==> src/rtl/vc_wrr_scheduler_if.sv <==
// rtl/vc_wrr_scheduler_if.sv - VC FIFO / downstream handshake bundle for the weighted round-robin scheduler
interface vc_wrr_scheduler_if;
    logic       enb;
    logic       empty_vchanel0;
    logic       empty_vchanel1;
    logic       empty_vchanel2;
    logic       empty_vchanel3;
    logic [3:0] out_vchanel0;
    logic [3:0] out_vchanel1;
    logic [3:0] out_vchanel2;
    logic [3:0] out_vchanel3;
    logic [1:0] weight_vchanel0;
    logic [1:0] weight_vchanel1;
    logic [1:0] weight_vchanel2;
    logic [1:0] weight_vchanel3;
    logic       almost_full_out;
    logic       pop_vchanel0;
    logic       pop_vchanel1;
    logic       pop_vchanel2;
    logic       pop_vchanel3;
    logic [3:0] out_wghtd_rndrobin;
    logic       valid_out;
    logic [1:0] grant_id;

    modport master (
        output enb, empty_vchanel0, empty_vchanel1, empty_vchanel2, empty_vchanel3,
        output out_vchanel0, out_vchanel1, out_vchanel2, out_vchanel3,
        output weight_vchanel0, weight_vchanel1, weight_vchanel2, weight_vchanel3,
        output almost_full_out,
        input  pop_vchanel0, pop_vchanel1, pop_vchanel2, pop_vchanel3,
        input  out_wghtd_rndrobin, valid_out, grant_id
    );

    modport slave (
        input  enb, empty_vchanel0, empty_vchanel1, empty_vchanel2, empty_vchanel3,
        input  out_vchanel0, out_vchanel1, out_vchanel2, out_vchanel3,
        input  weight_vchanel0, weight_vchanel1, weight_vchanel2, weight_vchanel3,
        input  almost_full_out,
        output pop_vchanel0, pop_vchanel1, pop_vchanel2, pop_vchanel3,
        output out_wghtd_rndrobin, valid_out, grant_id
    );
endinterface

==> src/rtl/vc_wrr_scheduler.sv <==
// rtl/vc_wrr_scheduler.sv - work-conserving weighted round-robin pop scheduler over four VC FIFOs
module vc_wrr_scheduler (
    input  logic              clk,
    input  logic              rst,
    vc_wrr_scheduler_if.slave bus
);

    logic [1:0]      ptr_q, ptr_d;
    logic [1:0]      cnt_q, cnt_d;
    logic [3:0]      data_q, data_d;
    logic            valid_q, valid_d;
    logic [1:0]      grant_q, grant_d;

    logic [3:0]      empty_vec;
    logic [3:0][3:0] data_vec;
    logic [3:0][1:0] weight_vec;
    logic            go;
    logic            found;
    logic [1:0]      g;
    logic [1:0]      idx;
    logic [1:0]      used;
    logic            pop_en;
    logic [3:0]      pop_vec;

    assign empty_vec  = {bus.empty_vchanel3, bus.empty_vchanel2, bus.empty_vchanel1, bus.empty_vchanel0};
    assign data_vec   = {bus.out_vchanel3, bus.out_vchanel2, bus.out_vchanel1, bus.out_vchanel0};
    assign weight_vec = {bus.weight_vchanel3, bus.weight_vchanel2, bus.weight_vchanel1, bus.weight_vchanel0};

    // rst participates in go so pops drop the instant reset asserts, not at the next edge
    assign go = rst & bus.enb & ~bus.almost_full_out;

    always_comb begin
        found = 1'b0;
        g     = ptr_q;
        idx   = 2'd0;
        for (int i = 0; i < 4; i++) begin
            idx = ptr_q + 2'(i);
            if (!found && !empty_vec[idx]) begin
                found = 1'b1;
                g     = idx;
            end
        end
    end

    assign pop_en  = go & found;
    assign pop_vec = pop_en ? (4'b0001 << g) : 4'b0000;
    assign used    = (g == ptr_q) ? cnt_q : 2'd0;

    always_comb begin
        ptr_d   = ptr_q;
        cnt_d   = cnt_q;
        data_d  = data_q;
        grant_d = grant_q;
        valid_d = 1'b0;
        if (pop_en) begin
            data_d  = data_vec[g];
            grant_d = g;
            valid_d = 1'b1;
            // a grant to a VC other than ptr starts a fresh turn; skipped VCs forfeit theirs
            if (used >= weight_vec[g]) begin
                ptr_d = g + 2'd1;
                cnt_d = 2'd0;
            end else begin
                ptr_d = g;
                cnt_d = used + 2'd1;
            end
        end
    end

    always_ff @(posedge clk or negedge rst) begin
        if (!rst) begin
            ptr_q   <= 2'd0;
            cnt_q   <= 2'd0;
            data_q  <= 4'h0;
            valid_q <= 1'b0;
            grant_q <= 2'd0;
        end else begin
            ptr_q   <= ptr_d;
            cnt_q   <= cnt_d;
            data_q  <= data_d;
            valid_q <= valid_d;
            grant_q <= grant_d;
        end
    end

    assign bus.pop_vchanel0       = pop_vec[0];
    assign bus.pop_vchanel1       = pop_vec[1];
    assign bus.pop_vchanel2       = pop_vec[2];
    assign bus.pop_vchanel3       = pop_vec[3];
    assign bus.out_wghtd_rndrobin = data_q;
    assign bus.valid_out          = valid_q;
    assign bus.grant_id           = grant_q;

endmodule

==> src/flat_wrapper.sv <==
// flat-port wrapper written by rule: the top's interface ports become plain ports
module vc_wrr_scheduler_flat 
  (clk, rst, bus_enb, bus_empty_vchanel0, bus_empty_vchanel1, bus_empty_vchanel2, bus_empty_vchanel3, bus_out_vchanel0, bus_out_vchanel1, bus_out_vchanel2, bus_out_vchanel3, bus_weight_vchanel0, bus_weight_vchanel1, bus_weight_vchanel2, bus_weight_vchanel3, bus_almost_full_out, bus_pop_vchanel0, bus_pop_vchanel1, bus_pop_vchanel2, bus_pop_vchanel3, bus_out_wghtd_rndrobin, bus_valid_out, bus_grant_id);
  vc_wrr_scheduler_if bus_i ();
  input  logic clk;
  input  logic rst;
  input wire logic [$bits(bus_i.enb)-1:0] bus_enb;
  input wire logic [$bits(bus_i.empty_vchanel0)-1:0] bus_empty_vchanel0;
  input wire logic [$bits(bus_i.empty_vchanel1)-1:0] bus_empty_vchanel1;
  input wire logic [$bits(bus_i.empty_vchanel2)-1:0] bus_empty_vchanel2;
  input wire logic [$bits(bus_i.empty_vchanel3)-1:0] bus_empty_vchanel3;
  input wire logic [$bits(bus_i.out_vchanel0)-1:0] bus_out_vchanel0;
  input wire logic [$bits(bus_i.out_vchanel1)-1:0] bus_out_vchanel1;
  input wire logic [$bits(bus_i.out_vchanel2)-1:0] bus_out_vchanel2;
  input wire logic [$bits(bus_i.out_vchanel3)-1:0] bus_out_vchanel3;
  input wire logic [$bits(bus_i.weight_vchanel0)-1:0] bus_weight_vchanel0;
  input wire logic [$bits(bus_i.weight_vchanel1)-1:0] bus_weight_vchanel1;
  input wire logic [$bits(bus_i.weight_vchanel2)-1:0] bus_weight_vchanel2;
  input wire logic [$bits(bus_i.weight_vchanel3)-1:0] bus_weight_vchanel3;
  input wire logic [$bits(bus_i.almost_full_out)-1:0] bus_almost_full_out;
  output wire logic [$bits(bus_i.pop_vchanel0)-1:0] bus_pop_vchanel0;
  output wire logic [$bits(bus_i.pop_vchanel1)-1:0] bus_pop_vchanel1;
  output wire logic [$bits(bus_i.pop_vchanel2)-1:0] bus_pop_vchanel2;
  output wire logic [$bits(bus_i.pop_vchanel3)-1:0] bus_pop_vchanel3;
  output wire logic [$bits(bus_i.out_wghtd_rndrobin)-1:0] bus_out_wghtd_rndrobin;
  output wire logic [$bits(bus_i.valid_out)-1:0] bus_valid_out;
  output wire logic [$bits(bus_i.grant_id)-1:0] bus_grant_id;
  assign bus_i.enb = bus_enb;
  assign bus_i.empty_vchanel0 = bus_empty_vchanel0;
  assign bus_i.empty_vchanel1 = bus_empty_vchanel1;
  assign bus_i.empty_vchanel2 = bus_empty_vchanel2;
  assign bus_i.empty_vchanel3 = bus_empty_vchanel3;
  assign bus_i.out_vchanel0 = bus_out_vchanel0;
  assign bus_i.out_vchanel1 = bus_out_vchanel1;
  assign bus_i.out_vchanel2 = bus_out_vchanel2;
  assign bus_i.out_vchanel3 = bus_out_vchanel3;
  assign bus_i.weight_vchanel0 = bus_weight_vchanel0;
  assign bus_i.weight_vchanel1 = bus_weight_vchanel1;
  assign bus_i.weight_vchanel2 = bus_weight_vchanel2;
  assign bus_i.weight_vchanel3 = bus_weight_vchanel3;
  assign bus_i.almost_full_out = bus_almost_full_out;
  assign bus_pop_vchanel0 = bus_i.pop_vchanel0;
  assign bus_pop_vchanel1 = bus_i.pop_vchanel1;
  assign bus_pop_vchanel2 = bus_i.pop_vchanel2;
  assign bus_pop_vchanel3 = bus_i.pop_vchanel3;
  assign bus_out_wghtd_rndrobin = bus_i.out_wghtd_rndrobin;
  assign bus_valid_out = bus_i.valid_out;
  assign bus_grant_id = bus_i.grant_id;
  vc_wrr_scheduler u_core (.clk(clk), .rst(rst), .bus(bus_i));
endmodule
==> config.mk <==
export PLATFORM = sky130hd
export DESIGN_NAME = vc_wrr_scheduler_flat
export DESIGN_NICKNAME = d
export VERILOG_FILES = /design/src/rtl/vc_wrr_scheduler_if.sv /design/src/rtl/vc_wrr_scheduler.sv /design/src/flat_wrapper.sv
export SDC_FILE = /design/constraint.sdc
export NUM_CORES = 1
export LEC_CHECK = 0
export BUFFER_PORTS_ARGS = -buffer_cell sky130_fd_sc_hd__buf_2
export CAP_MARGIN = 40
export CORE_MARGIN = 4
export CORE_UTILIZATION = 47
export CTS_BUF_LIST = sky130_fd_sc_hd__clkbuf_8
export DETAILED_ROUTE_END_ITERATION = 7
export PLACE_DENSITY = 0.82
export RECOVER_POWER = 50
export SETUP_SLACK_MARGIN = 0.05
export SLEW_MARGIN = 20
export SYNTH_ARGS = -nofsm -noshare
export SYNTH_HDL_FRONTEND = slang
export SYNTH_SLANG_ARGS = --single-unit
export TNS_END_PERCENT = 30
==> constraint.sdc <==
create_clock -name clk -period 3.13 [get_ports clk]
set_input_delay 0 -clock clk [delete_from_list [all_inputs] [get_ports clk]]
set_output_delay 0 -clock clk [all_outputs]
set_load 0.005 [all_outputs]
==> out/qor.log <==
qor: run_status.run_status finished clean
qor: setup_path.path_max_fanout 9
qor: place.place.gp.congestion 0.797
qor: layout.layout.filler_cells 158
qor: power.p_seq_share 29.3%
qor: detailed_routing.route.antenna.remaining_nets 0
qor: detailed_routing.drt_iter0_markers 13
qor: detailed_routing.num_vias 920
qor: setup_path.worst_ep_arrival_time 2940 ps
qor: synthesis.synth_top_cell_area_share 30.2%
qor: sta.fin_worst_skew 0.596 ps
qor: die.dieHeight 52.1 um
qor: detailed_routing.drcViolationCount 0
qor: job.max_cap_check_violation_count 0
qor: die.io_pins 43
qor: synthesis.most_frequently_used_flop_master_after_synthesis sky130_fd_sc_hd__dfrtp_1
qor: clock_tree.cts_made_buffers 3
qor: power.pwr-share-comb 53.2%
qor: detailed_routing.drt-pass1-iter-count 4
qor: power.clock_power_share 17.4%
qor: sta.final-setup-viol-count 0
qor: synthesis.flip_flop_and_latch_count_after_synthesis 11
qor: die.core-area 0.00178 sq mm
qor: setup_path.critical_path.max_stage_delay 450 ps
qor: clock_tree.htreeDepth 1
qor: setup_path.critical_path.slowest_cell sky130_fd_sc_hd__dfrtp_1
qor: synthesis.synth.top_cells.by_area sky130_fd_sc_hd__dfrtp_1 (30%), sky130_fd_sc_hd__mux2i_1 (11%), sky130_fd_sc_hd__ha_1 (8.2%)
qor: place.hpwl 1.83 mm
qor: grt.first_global_vias 922
qor: synthesis.synthCells 99
qor: synthesis.synth-warning-count 0
qor: die.std_cell_rows 15
qor: synthesis.synth_area_leader_cell sky130_fd_sc_hd__dfrtp_1
qor: place.port-buffer-count 42
qor: setup_path.critPathCaptureType register
qor: sta.post-route-min-period 2780 ps
qor: clock_tree.ctsLongestPathBuffers 2
qor: power.power.density 721 mW/mm^2
qor: sta.max-slew-margin-rel 54.6%
qor: layout.number_of_diodes_added_for_antenna_fixing 0
qor: detailed_routing.wire_per_inst 14.3 um
qor: sta.setup_repair_after_global_routing_missed_its_margin false
qor: grt.antenna_violations_before_repair 0
qor: grt.grt_first_pass_wirelength 3.90 mm
qor: layout.layout-drive-gt1-share 33.8%
qor: power.ir_worst_vdd 0.000408 V
qor: synthesis.synth_enable_flop_cells 0
qor: synthesis.post_synth_instance_area 912 sq um
qor: clock_tree.clockRootBuffer sky130_fd_sc_hd__clkbuf_8
qor: sta.maxClockFrequency 359 MHz
qor: grt.grt_max_degree 15
qor: synthesis.syn_area_per_cell 9.21 sq um
qor: detailed_routing.wirelength 2.39 mm
qor: power.swShare 40.9%
qor: synthesis.synth_seq_area_share 30.2%
qor: setup_path.cp.required 3290 ps
qor: die.die_x 52.1 um
qor: setup_path.path_cells a2bb2oi_1, o221a_1, and2_4, mux2i_1, mux2i_1, ha_1, nand2b_1, a21oi_1, and3b_1, o21ai_0, o21ai_0
qor: sta.finalCritPeriodShare 88.9%
qor: setup_path.worstSetupStartpointType register
qor: clock_tree.post-cts-setup-buffer-count 0
qor: clock_tree.cts-resized-gates 0
qor: sta.timing.final.ws_setup 347 ps
qor: clock_tree.clock_insertion_delay_worst_skew 240 ps
qor: synthesis.syn_nets 137
qor: clock_tree.clock_tree_from_tritoncts built
qor: die.starting_density_of_the_core 51.2%
qor: sta.setup-tns-final 0 ps
qor: clock_tree.cts.clk_slew.worst_paths 60 ps
qor: setup_path.critical_path_class register to register
qor: layout.area_delta_synth_final 29.4%
qor: power.power_leakage 0.601 nW
qor: hold_path.hp-class primary input to register
qor: place.dp_worst_setup_slack 401 ps
qor: die.die-area 0.00271 sq mm
qor: sta.number_of_max_slew_violations_in_the_final_report 0
qor: clock_tree.cts.sinks 11
qor: grt.global_route.usage.total 19.1%
qor: sta.final-hold-violation-count 0
qor: synthesis.netlist_top_cells_count sky130_fd_sc_hd__dfrtp_1 (11), sky130_fd_sc_hd__nand2_1 (11), sky130_fd_sc_hd__mux2i_1 (10)
qor: detailed_routing.routed_via_density 5.51
qor: layout.fin_nets 181
qor: power.p_int 0.000503 W
qor: synthesis.async_set_or_reset_flop_fraction_in_the_synthesized_netlist 100%
qor: sta.worst_slew_pin_slew 681 ps
qor: clock_tree.cts_hold_repair.buffers 1
qor: grt.grt_remaining_overflow 0
qor: synthesis.netlist-cell-type-count 36
qor: power.switchingPower 0.000348 W
-- layout by cell type, fill, tap and decap left out, types with 2 or more instances in the layout --
master                       n
sky130_fd_sc_hd__buf_2      39
sky130_fd_sc_hd__nand2_1    11
sky130_fd_sc_hd__dfrtp_1    11
sky130_fd_sc_hd__mux2i_1    10
sky130_fd_sc_hd__nor2_1      7
sky130_fd_sc_hd__o21ai_0     6
sky130_fd_sc_hd__ha_1        6
sky130_fd_sc_hd__and2_1      5
sky130_fd_sc_hd__a21oi_1     4
sky130_fd_sc_hd__nand3b_1    3
sky130_fd_sc_hd__inv_1       3
sky130_fd_sc_hd__clkbuf_8    3
sky130_fd_sc_hd__clkbuf_1    3
sky130_fd_sc_hd__nand2b_1    2
sky130_fd_sc_hd__nand4_1     2
sky130_fd_sc_hd__o32ai_1     2
sky130_fd_sc_hd__a2111oi_0   2
sky130_fd_sc_hd__a211oi_1    2
sky130_fd_sc_hd__a221oi_1    2
-- power by group through the flow --
stage | clock network, W | registers, W | logic [W]
after floorplan | 0 | 0.000244 | 0.000334
after global placement | 0 | 0.000245 | 0.000429
after detailed placement | 0 | 0.000250 | 0.000451
after CTS | 0.000145 | 0.000248 | 0.000458
after global routing | 0.000158 | 0.000256 | 0.000512
final | 0.000148 | 0.000250 | 0.000453
-- sequential cells by signal (all words and copies together) (netlist names) --
name / flops
u_core.bus.grant_id: 2
u_core.ptr_q: 2
u_core.bus.out_wghtd_rndrobin: 4
u_core.bus.valid_out: 1
u_core.cnt_q: 2
-- final timing paths --
path,slack (ps),startpoint,cells after the start,end
max in group asynchronous,2390,rst,2,u_core.cnt_q[0]$_DFFE_PN0P_
worst max-delay path,350,u_core.ptr_q[1]$_DFFE_PN0P_,11,u_core.cnt_q[1]$_DFFE_PN0P_
worst max register to register,350,u_core.ptr_q[1]$_DFFE_PN0P_,11,u_core.cnt_q[1]$_DFFE_PN0P_
worst min register to register,490,u_core.bus.grant_id[1]$_DFFE_PN0P_,2,u_core.bus.grant_id[1]$_DFFE_PN0P_
min in group asynchronous,300,rst,2,u_core.bus.out_wghtd_rndrobin[2]$_DFFE_PN0P_
worst min-delay path,70,bus_out_vchanel1[1],3,u_core.bus.out_wghtd_rndrobin[1]$_DFFE_PN0P_
-- worst max-delay path, delay by kind of cell (launching register included) --
family                     cells  cell delay, ps
AOI/OAI and AO/OA              5            1050
and+or+nand+nor                3             640
DFF                            1             450
muxes                          2             300
adders and majority gates      1             270
-- through the flow --
| stage | cells | power [W] | utilization (%) | hold WS, ps | cell area, sq um |
|---|---|---|---|---|---|
| 4_1_cts | 167 | 0.000852 | 66.4 | 94.8 | 1180 |
| 3_5_place_dp | 162 | 0.000701 | 63.2 | -107 | 1130 |
| 2_1_floorplan | 99 | 0.000577 | - | -296 | 912 |
| 6_report | 167 | 0.000851 | 66.2 | 73.0 | 1180 |
| 5_1_grt | 167 | 0.000926 | 66.2 | 109 | 1180 |
| 3_3_place_gp | 162 | 0.000675 | 63.2 | -112 | 1130 |
-- cell type report --
class	instances	area [sq um]	area share, %
multi-input cells	79	584	49.5
flip-flops and latches	11	275	23.3
repair buffers	43	216	18.3
clock buffers	3	41.3	3.50
well taps	25	31.3	2.65
inverters	5	26.3	2.23
clock inverters	1	5.00	0.424
-- per-layer routing --
metal | GRT usage, % | wire (um) | vias to the layer above
met4 | 6.99 | 44 | 0
met3 | 4.87 | 209 | 6
met2 | 31.8 | 1080 | 44
li1 | - | - | 447
met1 | 23.6 | 1050 | 423
met5 | 0 | 0 | -
-- cells by family (layout without fill, tap and decap cells) --
family	count (synthesis)	count (layout)	share of synthesized area [%]
simple gates	37	37	22.2
xor+xnor	1	1	0.960
fa+ha+maj	6	6	8.23
flops	11	11	30.2
mux	12	12	15.1
compound gates	23	23	17.6
buf+inv	9	52	5.76
(Power assumes the default switching activity.)
